### src/rtl/instr_sequencer_if.sv
// Handshake bundle between the VR16 sequencer (master) and its instruction memory,
// ALU, data memory and register file (slave).
interface instr_sequencer_if;
    logic        imem_req;
    logic [15:0] imem_addr;
    logic        imem_ack;
    logic [15:0] imem_rdata;
    logic [15:0] ir;
    logic        alu_start;
    logic        alu_done;
    logic        dmem_req;
    logic        dmem_we;
    logic        dmem_ack;
    logic        rf_we;
    logic        ins_done;
    logic [15:0] pc;
    logic        halted;
    logic        bus_error;

    modport master (
        output imem_req, imem_addr, ir, alu_start, dmem_req, dmem_we,
               rf_we, ins_done, pc, halted, bus_error,
        input  imem_ack, imem_rdata, alu_done, dmem_ack
    );

    modport slave (
        input  imem_req, imem_addr, ir, alu_start, dmem_req, dmem_we,
               rf_we, ins_done, pc, halted, bus_error,
        output imem_ack, imem_rdata, alu_done, dmem_ack
    );
endinterface

### src/rtl/instr_sequencer.sv
// VR16 multi-cycle control FSM: fetch, decode, execute, memory, writeback.
// Every output is a flop; nothing combinational reaches the outputs from inputs.
module instr_sequencer #(
    parameter logic [15:0] RESET_PC = 16'h0000,
    parameter int unsigned TIMEOUT  = 16
) (
    input logic               clk,
    input logic               reset,
    instr_sequencer_if.master bus
);
    typedef enum logic [2:0] {
        RST,
        FETCH,
        DECODE,
        EXECUTE,
        MEMORY,
        WRITEBACK,
        HALTED
    } state_e;

    localparam bit          WDOG_EN   = (TIMEOUT != 0);
    localparam logic [15:0] WDOG_LAST = WDOG_EN ? 16'(TIMEOUT - 1) : 16'h0000;

    state_e      state_q, state_d;
    logic [15:0] pc_q, pc_d;
    logic [15:0] ir_q, ir_d;
    logic [15:0] wdog_q, wdog_d;
    logic        berr_q, berr_d;
    logic        imem_req_q, imem_req_d;
    logic        alu_start_q, alu_start_d;
    logic        dmem_req_q, dmem_req_d;
    logic        dmem_we_q, dmem_we_d;
    logic        rf_we_q, rf_we_d;
    logic        ins_done_q, ins_done_d;
    logic        halted_q, halted_d;
    logic        wdog_expired;

    function automatic logic is_alu(input logic [3:0] op);
        return (op != 4'h0) && !op[3];
    endfunction

    function automatic logic is_mem(input logic [3:0] op);
        return (op == 4'h8) || (op == 4'h9);
    endfunction

    // Counter value 0 is the first cycle in a wait state, so TIMEOUT-1 is the last allowed one.
    assign wdog_expired = WDOG_EN && (wdog_q == WDOG_LAST);

    always_comb begin
        state_d = state_q;
        pc_d    = pc_q;
        ir_d    = ir_q;
        berr_d  = berr_q;
        unique case (state_q)
            RST:     state_d = FETCH;
            FETCH: begin
                if (bus.imem_ack) begin
                    ir_d    = bus.imem_rdata;
                    state_d = DECODE;
                end else if (wdog_expired) begin
                    berr_d  = 1'b1;
                    state_d = HALTED;
                end
            end
            DECODE: begin
                if (is_alu(ir_q[15:12]))      state_d = EXECUTE;
                else if (is_mem(ir_q[15:12])) state_d = MEMORY;
                else                          state_d = WRITEBACK;
            end
            EXECUTE: begin
                if (bus.alu_done) begin
                    state_d = WRITEBACK;
                end else if (wdog_expired) begin
                    berr_d  = 1'b1;
                    state_d = HALTED;
                end
            end
            MEMORY: begin
                if (bus.dmem_ack) begin
                    state_d = WRITEBACK;
                end else if (wdog_expired) begin
                    berr_d  = 1'b1;
                    state_d = HALTED;
                end
            end
            WRITEBACK: begin
                pc_d    = (ir_q[15:12] == 4'hA) ? {4'h0, ir_q[11:0]} : pc_q + 16'd1;
                state_d = (ir_q[15:12] == 4'hF) ? HALTED : FETCH;
            end
            HALTED:  state_d = HALTED;
            default: state_d = RST;
        endcase

        if (state_d != state_q)  wdog_d = '0;
        else if (wdog_q != '1)   wdog_d = wdog_q + 16'd1;
        else                     wdog_d = wdog_q;

        // Outputs are precomputed from the next state so they land in the same cycle as it.
        imem_req_d  = (state_d == FETCH);
        alu_start_d = (state_d == EXECUTE) && (state_q != EXECUTE);
        dmem_req_d  = (state_d == MEMORY);
        dmem_we_d   = (state_d == MEMORY) && (ir_d[15:12] == 4'h9);
        rf_we_d     = (state_d == WRITEBACK) && (is_alu(ir_d[15:12]) || ir_d[15:12] == 4'h8);
        ins_done_d  = (state_d == WRITEBACK);
        halted_d    = (state_d == HALTED);
    end

    always_ff @(posedge clk) begin
        if (reset) begin
            state_q     <= RST;
            pc_q        <= RESET_PC;
            ir_q        <= '0;
            wdog_q      <= '0;
            berr_q      <= 1'b0;
            imem_req_q  <= 1'b0;
            alu_start_q <= 1'b0;
            dmem_req_q  <= 1'b0;
            dmem_we_q   <= 1'b0;
            rf_we_q     <= 1'b0;
            ins_done_q  <= 1'b0;
            halted_q    <= 1'b0;
        end else begin
            state_q     <= state_d;
            pc_q        <= pc_d;
            ir_q        <= ir_d;
            wdog_q      <= wdog_d;
            berr_q      <= berr_d;
            imem_req_q  <= imem_req_d;
            alu_start_q <= alu_start_d;
            dmem_req_q  <= dmem_req_d;
            dmem_we_q   <= dmem_we_d;
            rf_we_q     <= rf_we_d;
            ins_done_q  <= ins_done_d;
            halted_q    <= halted_d;
        end
    end

    assign bus.imem_req  = imem_req_q;
    assign bus.imem_addr = pc_q;
    assign bus.ir        = ir_q;
    assign bus.alu_start = alu_start_q;
    assign bus.dmem_req  = dmem_req_q;
    assign bus.dmem_we   = dmem_we_q;
    assign bus.rf_we     = rf_we_q;
    assign bus.ins_done  = ins_done_q;
    assign bus.pc        = pc_q;
    assign bus.halted    = halted_q;
    assign bus.bus_error = berr_q;
endmodule

### src/flat_wrapper.sv
// flat-port wrapper written by rule: the top's interface ports become plain ports
module instr_sequencer_flat 
#(
    parameter logic [15:0] RESET_PC = 16'h0000,
    parameter int unsigned TIMEOUT  = 16
)
  (clk, reset, bus_imem_req, bus_imem_addr, bus_ir, bus_alu_start, bus_dmem_req, bus_dmem_we, bus_rf_we, bus_ins_done, bus_pc, bus_halted, bus_bus_error, bus_imem_ack, bus_imem_rdata, bus_alu_done, bus_dmem_ack);
  instr_sequencer_if bus_i ();
  input logic clk;
  input logic reset;
  output wire logic [$bits(bus_i.imem_req)-1:0] bus_imem_req;
  output wire logic [$bits(bus_i.imem_addr)-1:0] bus_imem_addr;
  output wire logic [$bits(bus_i.ir)-1:0] bus_ir;
  output wire logic [$bits(bus_i.alu_start)-1:0] bus_alu_start;
  output wire logic [$bits(bus_i.dmem_req)-1:0] bus_dmem_req;
  output wire logic [$bits(bus_i.dmem_we)-1:0] bus_dmem_we;
  output wire logic [$bits(bus_i.rf_we)-1:0] bus_rf_we;
  output wire logic [$bits(bus_i.ins_done)-1:0] bus_ins_done;
  output wire logic [$bits(bus_i.pc)-1:0] bus_pc;
  output wire logic [$bits(bus_i.halted)-1:0] bus_halted;
  output wire logic [$bits(bus_i.bus_error)-1:0] bus_bus_error;
  input wire logic [$bits(bus_i.imem_ack)-1:0] bus_imem_ack;
  input wire logic [$bits(bus_i.imem_rdata)-1:0] bus_imem_rdata;
  input wire logic [$bits(bus_i.alu_done)-1:0] bus_alu_done;
  input wire logic [$bits(bus_i.dmem_ack)-1:0] bus_dmem_ack;
  assign bus_imem_req = bus_i.imem_req;
  assign bus_imem_addr = bus_i.imem_addr;
  assign bus_ir = bus_i.ir;
  assign bus_alu_start = bus_i.alu_start;
  assign bus_dmem_req = bus_i.dmem_req;
  assign bus_dmem_we = bus_i.dmem_we;
  assign bus_rf_we = bus_i.rf_we;
  assign bus_ins_done = bus_i.ins_done;
  assign bus_pc = bus_i.pc;
  assign bus_halted = bus_i.halted;
  assign bus_bus_error = bus_i.bus_error;
  assign bus_i.imem_ack = bus_imem_ack;
  assign bus_i.imem_rdata = bus_imem_rdata;
  assign bus_i.alu_done = bus_alu_done;
  assign bus_i.dmem_ack = bus_dmem_ack;
  instr_sequencer #(.RESET_PC(RESET_PC), .TIMEOUT(TIMEOUT)) u_core (.clk(clk), .reset(reset), .bus(bus_i));
endmodule
### config.mk
export PLATFORM = sky130hd
export DESIGN_NAME = instr_sequencer_flat
export DESIGN_NICKNAME = d
export VERILOG_FILES = /design/src/rtl/instr_sequencer_if.sv /design/src/rtl/instr_sequencer.sv /design/src/flat_wrapper.sv
export SDC_FILE = /design/constraint.sdc
export NUM_CORES = 1
export LEC_CHECK = 0
export ABC_AREA = 1
export CORE_ASPECT_RATIO = 1.5
export CORE_MARGIN = 2
export CORE_UTILIZATION = 30
export DETAILED_ROUTE_END_ITERATION = 8
export SLEW_MARGIN = 25
export SYNTH_ARGS = -nofsm -noshare
export SYNTH_HDL_FRONTEND = slang
export SYNTH_SLANG_ARGS = --single-unit
### constraint.sdc
create_clock -name clk -period 4.13 [get_ports clk]
set_clock_uncertainty 0.05 [all_clocks]
set_input_delay 0.826 -clock clk [delete_from_list [all_inputs] [get_ports clk]]
set_output_delay 0.826 -clock clk [all_outputs]
set_load 0.01 [all_outputs]
==> results of run 1 <==
worst max-delay path, stage by stage:
cell	delay [ns]
clkdlybuf4s50_1	0.52
nand3_4	0.19
inv_2	0.29
nor2_1	0.09
nand2_1	0.10
nand2_2	0.07
nor2_1	0.12
nor2_1	0.09
nand2_4	0.28
nor2_1	0.08
stage by stage:
step           hold slack [ns]    util  setup slack, ns  total power, mW  instance area (sq um)
5_1_grt                 0.4511  0.4096            1.459            1.727                   4128
4_1_cts                 0.4221  0.4096            1.616            1.666                   4128
2_1_floorplan           0.4375       -            2.218           0.8480                   3103
3_3_place_gp            0.4142  0.3815            1.358           0.9447                   3845
6_report                0.4225  0.4096            1.622            1.644                   4128
3_5_place_dp            0.4157  0.3815            1.275           0.9481                   3845
layer usage:
layer  vias up  global-route usage  share of wire
li1       1529                   -              -
met4         0             0.06893          0.028
met3        17             0.03464          0.049
met2        86              0.2546           0.51
met5         -                   0              0
met1      1319              0.1510           0.41
area by class of cell:
cell class / count / area, sq um / area share
flip-flops and latches: 59 / 1181 / 0.2861
well taps: 117 / 146.4 / 0.03547
clock buffers: 11 / 242.7 / 0.05881
multi-input cells: 308 / 1545 / 0.3744
inverters: 53 / 203.9 / 0.04941
clock inverters: 3 / 40.04 / 0.009700
repair buffers: 77 / 768.2 / 0.1861
flip-flops by register name, indices dropped and copies added, names as in the netlist:
register and cells:
u_core.bus.bus_error 1, u_core.bus.alu_start 1, u_core.bus.ins_done 1, u_core.bus.imem_req 1
u_core.bus.imem_addr 16, u_core.bus.dmem_we 1, u_core.bus.halted 1, u_core.bus.rf_we 1
u_core.bus.ir 16, u_core.wdog_q 16, u_core.state_q 3, u_core.bus.dmem_req 1
cells in the final DEF, fill, tap and decap left out, types with 2 or more instances in the layout:
master           count
nand2_1             80
nand4_1              8
clkdlybuf4s50_1     76
inv_4                2
inv_2                3
dfxtp_1             59
clkinv_2             2
nand3_2              2
xnor2_1              2
nor2_1              82
ha_1                 2
xor2_1               9
nand3_1             19
a21oi_1             25
nand2_2              7
o22ai_1              4
nor2_4               9
clkbuf_16            9
a31oi_1              7
nor3_1              11
o21ai_0             23
inv_1               47
nor2_2               7
power groups by stage:
stage	Combinational (mW)	Sequential (mW)	Clock [mW]
after detailed placement	0.300	0.648	0
after floorplan	0.200	0.648	0
after CTS	0.302	0.636	0.728
after global placement	0.298	0.647	0
after global routing	0.331	0.640	0.756
final	0.297	0.636	0.711
kinds of logic (layout without fill, tap and decap cells):
logic type / count (synthesis) / count (layout) / share of synthesized area
compound gates: 63 / 63 / 0.1089
xor+xnor: 11 / 11 / 0.03105
fa+ha+maj: 2 / 2 / 0.008063
buf+inv: 77 / 144 / 0.1214
flops: 59 / 59 / 0.3806
mux: 1 / 1 / 0.003226
simple gates: 231 / 231 / 0.3468
worst min path at each step:
stage / from / end / slack [ns] / cells after the start
floorplan: u_core.bus.ir[0]$_SDFFE_PP0P_ / u_core.bus.ir[0]$_SDFFE_PP0P_ / 0.44 / 2
global placement: u_core.bus.ir[7]$_SDFFE_PP0P_ / u_core.bus.ir[7]$_SDFFE_PP0P_ / 0.41 / 2
detailed placement: u_core.bus.ir[8]$_SDFFE_PP0P_ / u_core.bus.ir[8]$_SDFFE_PP0P_ / 0.42 / 2
CTS: u_core.bus.ir[7]$_SDFFE_PP0P_ / u_core.bus.ir[7]$_SDFFE_PP0P_ / 0.42 / 2
global route: u_core.bus.ir[7]$_SDFFE_PP0P_ / u_core.bus.ir[7]$_SDFFE_PP0P_ / 0.45 / 2
finish: u_core.bus.ir[7]$_SDFFE_PP0P_ / u_core.bus.ir[7]$_SDFFE_PP0P_ / 0.42 / 2
==> flow_summary_export.csv, run 1 <==
group,metric,value,unit
run_status,status,"finished, final reports clean",
synthesis,ys_warn_count,0,
worst_setup_path,r2r_cells,11,
place,gp_congestion,0.8383,
finish,finalNonFillerCells,628,
synthesis,synth_area_leaders,"dfxtp_1 38%, nor2_1 9.9%, nand2_1 9.7%",
synthesis,synth_top_area_frac,0.3806,
worst_setup_path,r2r_end,"u_core.wdog_q[3]$_SDFFE_PP0P_",
global_route,grt_remaining_overflow,0,
pwr,p_switching,0.4474,mW
routing,dr_total_vias,2951,
timing,hold_viol_final,0,
pwr,p_int,1.197,mW
cts,postCtsSetupBuffers,0,
cts,h-tree-depth,3,
finish,layout.nets,531,
timing,period_needed,2.508,ns
timing,tns,0,ns
cts,cts_resized,0,
timing,report.final.setup_viol,0,
synthesis,syn_nets,467,
floorplanning,die_area,0.01119,sq mm
floorplanning,die_x,87.04,microns
timing,rsz0062_at_grt,"false",
worst_setup_path,crit_fanout,19,
pwr,p_leak,1.637,nW
floorplanning,core,0.01008,sq mm
global_route,antenna_found_initial,0,
synthesis,synth_edf_count,0,
synthesis,async_flop_share,0,
worst_setup_path,timing.rr.start,"u_core.state_q[0]$_SDFF_PP0_",
floorplanning,num_rows,45,
worst_setup_path,path_class,"input port to register",
worst_setup_path,worst_ep_arrival_time,2.66,ns
synthesis,ys_seq_elements,59,
synthesis,syn_area_per_cell,6.989,sq um
worst_setup_path,cp.required,4.28,ns
synthesis,synth.distinct_cells,36,
cts,numCtsBuffers,9,
synthesis,ys_top_cells_by_count,"82 x nor2_1, 80 x nand2_1, 59 x dfxtp_1",
synthesis,synth_top_cell_by_area,"dfxtp_1",
synthesis,seq_area_frac_synth,0.3806,
synthesis,syn_area,0.003103,sq mm
cts,cts-root-buf,"clkbuf_16",
timing,timing.fmax,398.7,MHz
worst_setup_path,end_kind,"register",
routing,drc,0,
place,dp.final_hpwl,5981,microns
pwr,p_comb_frac,0.180,
flow_run,cap_violations,0,
timing,post-route-period-util,0.6073,
cts,cts_tree,"yes",
floorplanning,ios,77,
place,numPortBuffers,76,
pwr,p_clk_frac,0.432,
pwr,p_sw_frac,0.2721,
global_route,grt_first_pass_wirelength,12400,microns
worst_setup_path,endpoint,"u_core.wdog_q[3]$_SDFFE_PP0P_",
place,dp.cells,614,
finish,n_antenna_cell,0,
routing,viasPerCell,4.699,
worst_setup_path,reg2reg_slack,1.86,ns
pwr,seq_power_share,0.387,
routing,drt-initial-drc-count,101,
floorplanning,die_y,128.6,microns
worst_setup_path,startpoint,"bus_imem_ack",
global_route,grt_pass1_vias,2737,
synthesis,synth.most_common_cell,"nor2_1",
routing,wl_per_cell,12.37,microns
cts,clock_sinks,59,
cts,clk_pin_slew_worst_paths,0.05,ns
synthesis,syn_inst,444,
hold_path,hp-class,"register to register",
timing,slew_headroom,0.7236,
global_route,grt_max_degree,24,
worst_setup_path,worst_setup_path_start_kind,"input port",
routing,ant_nets,0,
cts,postCtsHoldBufs,0,
global_route,grt.total_usage,0.1414,
pwr,ir_drop,0.2130,mV
pwr,power-per-cell-area,398.4,mW/mm^2
timing,maxSlewViolCount,0,
finish,fill_cells,982,
cts,clkLatencyLatePin,0.32,ns
finish,drive_gt1_frac,0.09198,
floorplanning,start_util,0.3079,
routing,totalWireLength,7766,microns
routing,drt_first_pass_iters,4,
cts,clk_path_buf_depth,2,
synthesis,synthFlopType,"dfxtp_1",
timing,worst_pin_slew,0.4109,ns
finish,syn2layout_area_growth,33.02,%
(Power assumes the default switching activity.)
==> run 2: changes to the inputs <==
==> constraint.sdc (replaced) <==
create_clock -name clk -period 2.5 [get_ports clk]
set_clock_uncertainty 0.05 [all_clocks]
set_input_delay 0.5 -clock clk [delete_from_list [all_inputs] [get_ports clk]]
set_output_delay 0.5 -clock clk [all_outputs]
set_load 0.01 [all_outputs]
==> run 2 against run 1 <==
Against the previous run:
- final cell count increased by 0.96%
- utilization rose by 0.40 points
- register-to-register slack got worse by 1.4 ns
- first-iteration DRC count down 5.9%
- combinational power is 69% higher
- routed wire length is 0.97% higher
- worst setup slack got worse by 1.2 ns
- hold slack gained 0.0026 ns
- non-clock buffer count up 4
- die area stayed put
- clock power grew 66%
- critical path type is now register to register
- largest cell class unchanged
- largest power group unchanged
==> flow_summary_export.csv, run 2 (synthesized netlist as in run 1, its figures left out) <==
group,metric,value,unit
cts,cts-root-buf,"clkbuf_16",
floorplanning,start_util,0.3079,
global_route,grt_pass1_vias,2926,
timing,worst_pin_slew,0.4054,ns
timing,rsz0062_at_grt,"false",
global_route,grt_remaining_overflow,0,
global_route,grt_first_pass_wirelength,12770,microns
place,numPortBuffers,76,
finish,syn2layout_area_growth,34.31,%
worst_setup_path,reg2reg_slack,0.46,ns
pwr,p_switching,0.7474,mW
pwr,p_sw_frac,0.2741,
cts,cts_tree,"yes",
finish,finalNonFillerCells,634,
pwr,p_comb_frac,0.184,
routing,drt-initial-drc-count,95,
floorplanning,num_rows,45,
cts,clk_path_buf_depth,2,
timing,hold_ws,0.4251,ns
finish,drive_gt1_frac,0.1006,
pwr,seq_power_share,0.384,
pwr,ir_drop,0.4374,mV
worst_setup_path,cp.required,2.66,ns
floorplanning,die_x,87.04,microns
pwr,p_leak,1.663,nW
routing,drc,0,
timing,maxSlewViolCount,0,
cts,postCtsHoldBufs,0,
worst_setup_path,endpoint,"u_core.wdog_q[11]$_SDFFE_PP0P_",
worst_setup_path,crit_fanout,9,
place,gp_congestion,0.8537,
cts,clk_pin_slew_worst_paths,0.05,ns
timing,tns,0,ns
floorplanning,die_y,128.6,microns
routing,drt_first_pass_iters,4,
cts,clock_sinks,59,
worst_setup_path,r2r_cells,9,
worst_setup_path,r2r_end,"u_core.wdog_q[11]$_SDFFE_PP0P_",
worst_setup_path,startpoint,"u_core.wdog_q[1]$_SDFFE_PP0P_",
run_status,status,"finished, final reports clean",
pwr,p_clk_frac,0.432,
floorplanning,core,0.01008,sq mm
worst_setup_path,path_class,"register to register",
finish,layout.nets,535,
cts,cts_resized,0,
cts,h-tree-depth,3,
routing,ant_nets,0,
timing,report.final.setup_viol,0,
hold_path,hp-class,"register to register",
routing,dr_total_vias,2976,
cts,postCtsSetupBuffers,0,
global_route,grt.total_usage,0.1443,
cts,numCtsBuffers,9,
finish,mostFrequentLayoutCells,"82 x nor2_1, 80 x nand2_1, 76 x clkdlybuf4s50_1, 59 x dfxtp_1, 47 x inv_1",
timing,hold_viol_final,0,
pwr,p_int,1.979,mW
pwr,power-per-cell-area,654.2,mW/mm^2
worst_setup_path,timing.rr.start,"u_core.wdog_q[1]$_SDFFE_PP0P_",
floorplanning,die_area,0.01119,sq mm
routing,totalWireLength,7841,microns
timing,period_needed,2.040,ns
finish,n_antenna_cell,0,
global_route,grt_max_degree,23,
floorplanning,ios,77,
routing,wl_per_cell,12.37,microns
flow_run,cap_violations,0,
place,dp.final_hpwl,6049,microns
worst_setup_path,worst_setup_path_start_kind,"register",
timing,post-route-period-util,0.8159,
cts,clkLatencyLatePin,0.32,ns
place,dp.cells,618,
timing,slew_headroom,0.7272,
worst_setup_path,worst_ep_arrival_time,2.20,ns
finish,final_util,0.4135,
timing,timing.fmax,490.2,MHz
finish,final_common_cell,"nor2_1",
worst_setup_path,end_kind,"register",
routing,viasPerCell,4.694,
global_route,antenna_found_initial,0,
==> run 2: cell count changes in the layout (fill, tap and decap cells not counted) <==
cell       delta
clkinv_2      -1
buf_4         +4
bufinv_16     -1
clkbuf_1      +1
clkbuf_8      +3
==> run 2: critical path, stage by stage, from the launching register on <==
cell and delay [ns]:
dfxtp_1 0.37, ha_1 0.22, nand3_1 0.15, nor2_1 0.25
nand2_1 0.14, nor2_1 0.21, nand2_2 0.19, nand2_1 0.11
xor2_1 0.18, nor2_2 0.05
==> run 2: worst min-delay path by stage <==
stage | slack (ns) | start | to | depth (start not counted)
floorplan | 0.44 | u_core.bus.ir[0]$_SDFFE_PP0P_ | u_core.bus.ir[0]$_SDFFE_PP0P_ | 2
global placement | 0.41 | u_core.bus.imem_addr[15]$_SDFFE_PP0N_ | u_core.bus.imem_addr[15]$_SDFFE_PP0N_ | 2
detailed placement | 0.42 | u_core.bus.ir[6]$_SDFFE_PP0P_ | u_core.bus.ir[6]$_SDFFE_PP0P_ | 2
CTS | 0.43 | u_core.bus.ir[6]$_SDFFE_PP0P_ | u_core.bus.ir[6]$_SDFFE_PP0P_ | 2
global route | 0.45 | u_core.bus.ir[6]$_SDFFE_PP0P_ | u_core.bus.ir[6]$_SDFFE_PP0P_ | 2
finish | 0.43 | u_core.bus.ir[6]$_SDFFE_PP0P_ | u_core.bus.ir[6]$_SDFFE_PP0P_ | 2
==> run 2: cell type report <==
| class | count | area [sq um] |
|---|---|---|
| clock buffers | 15 | 287.8 |
| clock inverters | 1 | 5.005 |
| fillers | 1033 | 5911 |
| inverters | 53 | 203.9 |
| multi-input cells | 308 | 1545 |
| flip-flops and latches | 59 | 1181 |
| well taps | 117 | 146.4 |
| repair buffers | 81 | 798.3 |
==> run 2: stage by stage <==
step | power, mW | area [sq um] | setup WS, ns
floorplan | 1.401 | 3103 | 0.7658
global placement | 1.566 | 3875 | 0.2455
detailed placement | 1.571 | 3875 | 0.1904
CTS | 2.765 | 4168 | 0.4486
global route | 2.851 | 4168 | 0.1492
finish | 2.727 | 4168 | 0.4602
==> run 2: power by group through the flow <==
stage | clock network, mW | registers [mW] | logic [mW]
5_1_grt | 1.24 | 1.06 | 0.559
3_3_place_gp | 0 | 1.07 | 0.499
2_1_floorplan | 0 | 1.07 | 0.331
4_1_cts | 1.21 | 1.05 | 0.508
3_5_place_dp | 0 | 1.07 | 0.505
6_report | 1.18 | 1.05 | 0.502
==> run 2: per-layer routing <==
metal | vias up | share of wire | global-route usage
li1 | 1541 | - | -
met1 | 1342 | 0.40 | 0.1463
met2 | 76 | 0.53 | 0.2681
met3 | 17 | 0.045 | 0.03464
met4 | 0 | 0.030 | 0.07261
met5 | - | 0 | 0
==> run 3: changes to the inputs <==
==> constraint.sdc (replaced) <==
create_clock -name clk -period 2.1 [get_ports clk]
set_clock_uncertainty 0.05 [all_clocks]
set_input_delay 0.42 -clock clk [delete_from_list [all_inputs] [get_ports clk]]
set_output_delay 0.42 -clock clk [all_outputs]
set_load 0.01 [all_outputs]
==> run 3 against run 2 <==
Against the previous run:
- hold slack gained 0.00059 ns
- global-route usage grew 0.060 points
- largest power group unchanged
- via count grew 3.4%
- clock power grew 8%
- critical endpoint is now u_core.wdog_q[1]$_SDFFE_PP0P_
- first-iteration DRC count rose by 33%
==> flow_summary_export.csv, run 3 (synthesized netlist as in run 1, its figures left out) <==
group,metric,value,unit
worst_setup_path,path_class,"register to register",
global_route,grt_first_pass_wirelength,12660,microns
place,numPortBuffers,76,
timing,hold_viol_final,0,
worst_setup_path,slowest_stage,"dfxtp_1",
timing,post-route-period-util,0.8937,
timing,timing.fmax,532.8,MHz
pwr,p_leak,1.725,nW
routing,drc,0,
floorplanning,num_rows,45,
worst_setup_path,cp.required,2.32,ns
floorplanning,core,0.01008,sq mm
finish,layout.nets,549,
routing,drt-initial-drc-count,126,
pwr,power-per-cell-area,750.3,mW/mm^2
global_route,grt_pass1_vias,2840,
cts,clk_path_buf_depth,2,
routing,viasPerCell,4.748,
worst_setup_path,worst_ep_arrival_time,2.09,ns
cts,cts_tree,"yes",
floorplanning,die_y,128.6,microns
flow_run,cap_violations,0,
global_route,grt_remaining_overflow,0,
worst_setup_path,end_kind,"register",
place,dp.final_hpwl,6190,microns
floorplanning,start_util,0.3079,
cts,cts-root-buf,"clkbuf_16",
global_route,grt_max_degree,23,
pwr,p_sw_frac,0.2855,
hold_path,hp-class,"register to register",
floorplanning,die_area,0.01119,sq mm
floorplanning,die_x,87.04,microns
timing,worst_pin_slew,0.4380,ns
timing,period_needed,1.877,ns
place,placed_area,0.004018,sq mm
cts,postCtsHoldBufs,0,
place,gp_congestion,0.8831,
place,dp.cells,632,
run_status,status,"finished, final reports clean",
timing,report.final.setup_viol,0,
timing,maxSlewViolCount,0,
global_route,antenna_found_initial,0,
routing,wl_per_cell,12.30,microns
pwr,p_int,2.300,mW
cts,h-tree-depth,3,
finish,finalNonFillerCells,648,
floorplanning,ios,77,
finish,syn2layout_area_growth,38.23,%
cts,clock_sinks,59,
global_route,grt.total_usage,0.1449,
routing,drt_first_pass_iters,4,
routing,totalWireLength,7971,microns
worst_setup_path,worst_setup_path_start_kind,"register",
cts,numCtsBuffers,9,
pwr,ir_drop,0.4990,mV
routing,dr_total_vias,3077,
finish,final_area,0.004289,sq mm
pwr,p_switching,0.9187,mW
cts,clk_pin_slew_worst_paths,0.05,ns
pwr,p_comb_frac,0.216,
finish,n_antenna_cell,0,
finish,final_common_cell,"nor2_1",
worst_setup_path,crit_fanout,4,
pwr,seq_power_share,0.386,
pwr,p_clk_frac,0.398,
cts,clkLatencyLatePin,0.33,ns
worst_setup_path,cp_cell_sequence,"ha_2 -> nand3_2 -> nor2_1 -> nand2_2 -> nand2_1 -> nand2_1 -> nand2_2 -> o21ai_0 -> nor2_1 -> nand2_4 -> buf_4 -> nor2_2",
worst_setup_path,critPathMaxStageDelay,0.35,ns
finish,mostFrequentLayoutCells,"80 x nor2_1, 79 x nand2_1, 76 x clkdlybuf4s50_1, 58 x dfxtp_1, 47 x inv_1",
finish,drive_gt1_frac,0.1318,
finish,final_util,0.4256,
routing,ant_nets,0,
timing,slew_headroom,0.7053,
[run 3: final timing paths]
path	from	to	slack, ns	cells after the start
max	u_core.wdog_q[0]$_SDFFE_PP0P_	u_core.wdog_q[1]$_SDFFE_PP0P_	0.22	12
min	u_core.bus.ir[7]$_SDFFE_PP0P_	u_core.bus.ir[7]$_SDFFE_PP0P_	0.43	2
max reg2reg	u_core.wdog_q[0]$_SDFFE_PP0P_	u_core.wdog_q[1]$_SDFFE_PP0P_	0.22	12
min reg2reg	u_core.bus.ir[7]$_SDFFE_PP0P_	u_core.bus.ir[7]$_SDFFE_PP0P_	0.43	2
[run 3: cell type report]
| type | instances | area, sq um |
|---|---|---|
| repair buffers | 95 | 940.9 |
| clock inverters | 3 | 15.01 |
| inverters | 53 | 203.9 |
| clock buffers | 13 | 240.2 |
| fillers | 1030 | 5789 |
| well taps | 117 | 146.4 |
| multi-input cells | 308 | 1560 |
| flip-flops and latches | 59 | 1182 |
[run 3: what timing repair did]
item	in CTS	in global routing
hold endpoints to repair	0	0
setup endpoints to repair	0	17
resized for setup	0	6
buffers inserted	0	0
[run 3: critical path, delay by kind of cell, from the launching register on]
kind                       cells  cell delay [ns]
AOI/OAI and AO/OA              1             0.08
buffers and inverters          1             0.17
DFF                            1             0.35
adders and majority gates      1             0.21
and+or+nand+nor                9             0.97
[run 3: routing by layer]
metal / wire [microns] / global-route usage / vias to the layer above / part of all wire
li1: - / - / 1564 / -
met3: 494 / 0.03592 / 19 / 0.062
met4: 225 / 0.07629 / 0 / 0.028
met2: 4196 / 0.2703 / 96 / 0.53
met1: 3056 / 0.1438 / 1398 / 0.38
met5: 0 / 0 / - / 0
[run 3: power groups by stage]
stage	clock [mW]	combinational, mW	sequential, mW
final	1.28	0.694	1.24
after global routing	1.36	0.763	1.25
after CTS	1.30	0.702	1.24
after detailed placement	0	0.698	1.27
after global placement	0	0.688	1.26
after floorplan	0	0.394	1.27
[run 3: through the flow]
| step | hold slack [ns] | worst slack (ns) | setup TNS (ns) | power, mW |
|---|---|---|---|---|
| 2_1_floorplan | 0.4375 | 0.3658 | 0 | 1.668 |
| 3_3_place_gp | 0.4148 | 0.02576 | 0 | 1.953 |
| 3_5_place_dp | 0.4114 | -0.01182 | -0.03981 | 1.964 |
| 4_1_cts | 0.4223 | 0.1556 | 0 | 3.247 |
| 5_1_grt | 0.4547 | -0.001756 | -0.001756 | 3.375 |
| 6_report | 0.4257 | 0.2233 | 0 | 3.218 |
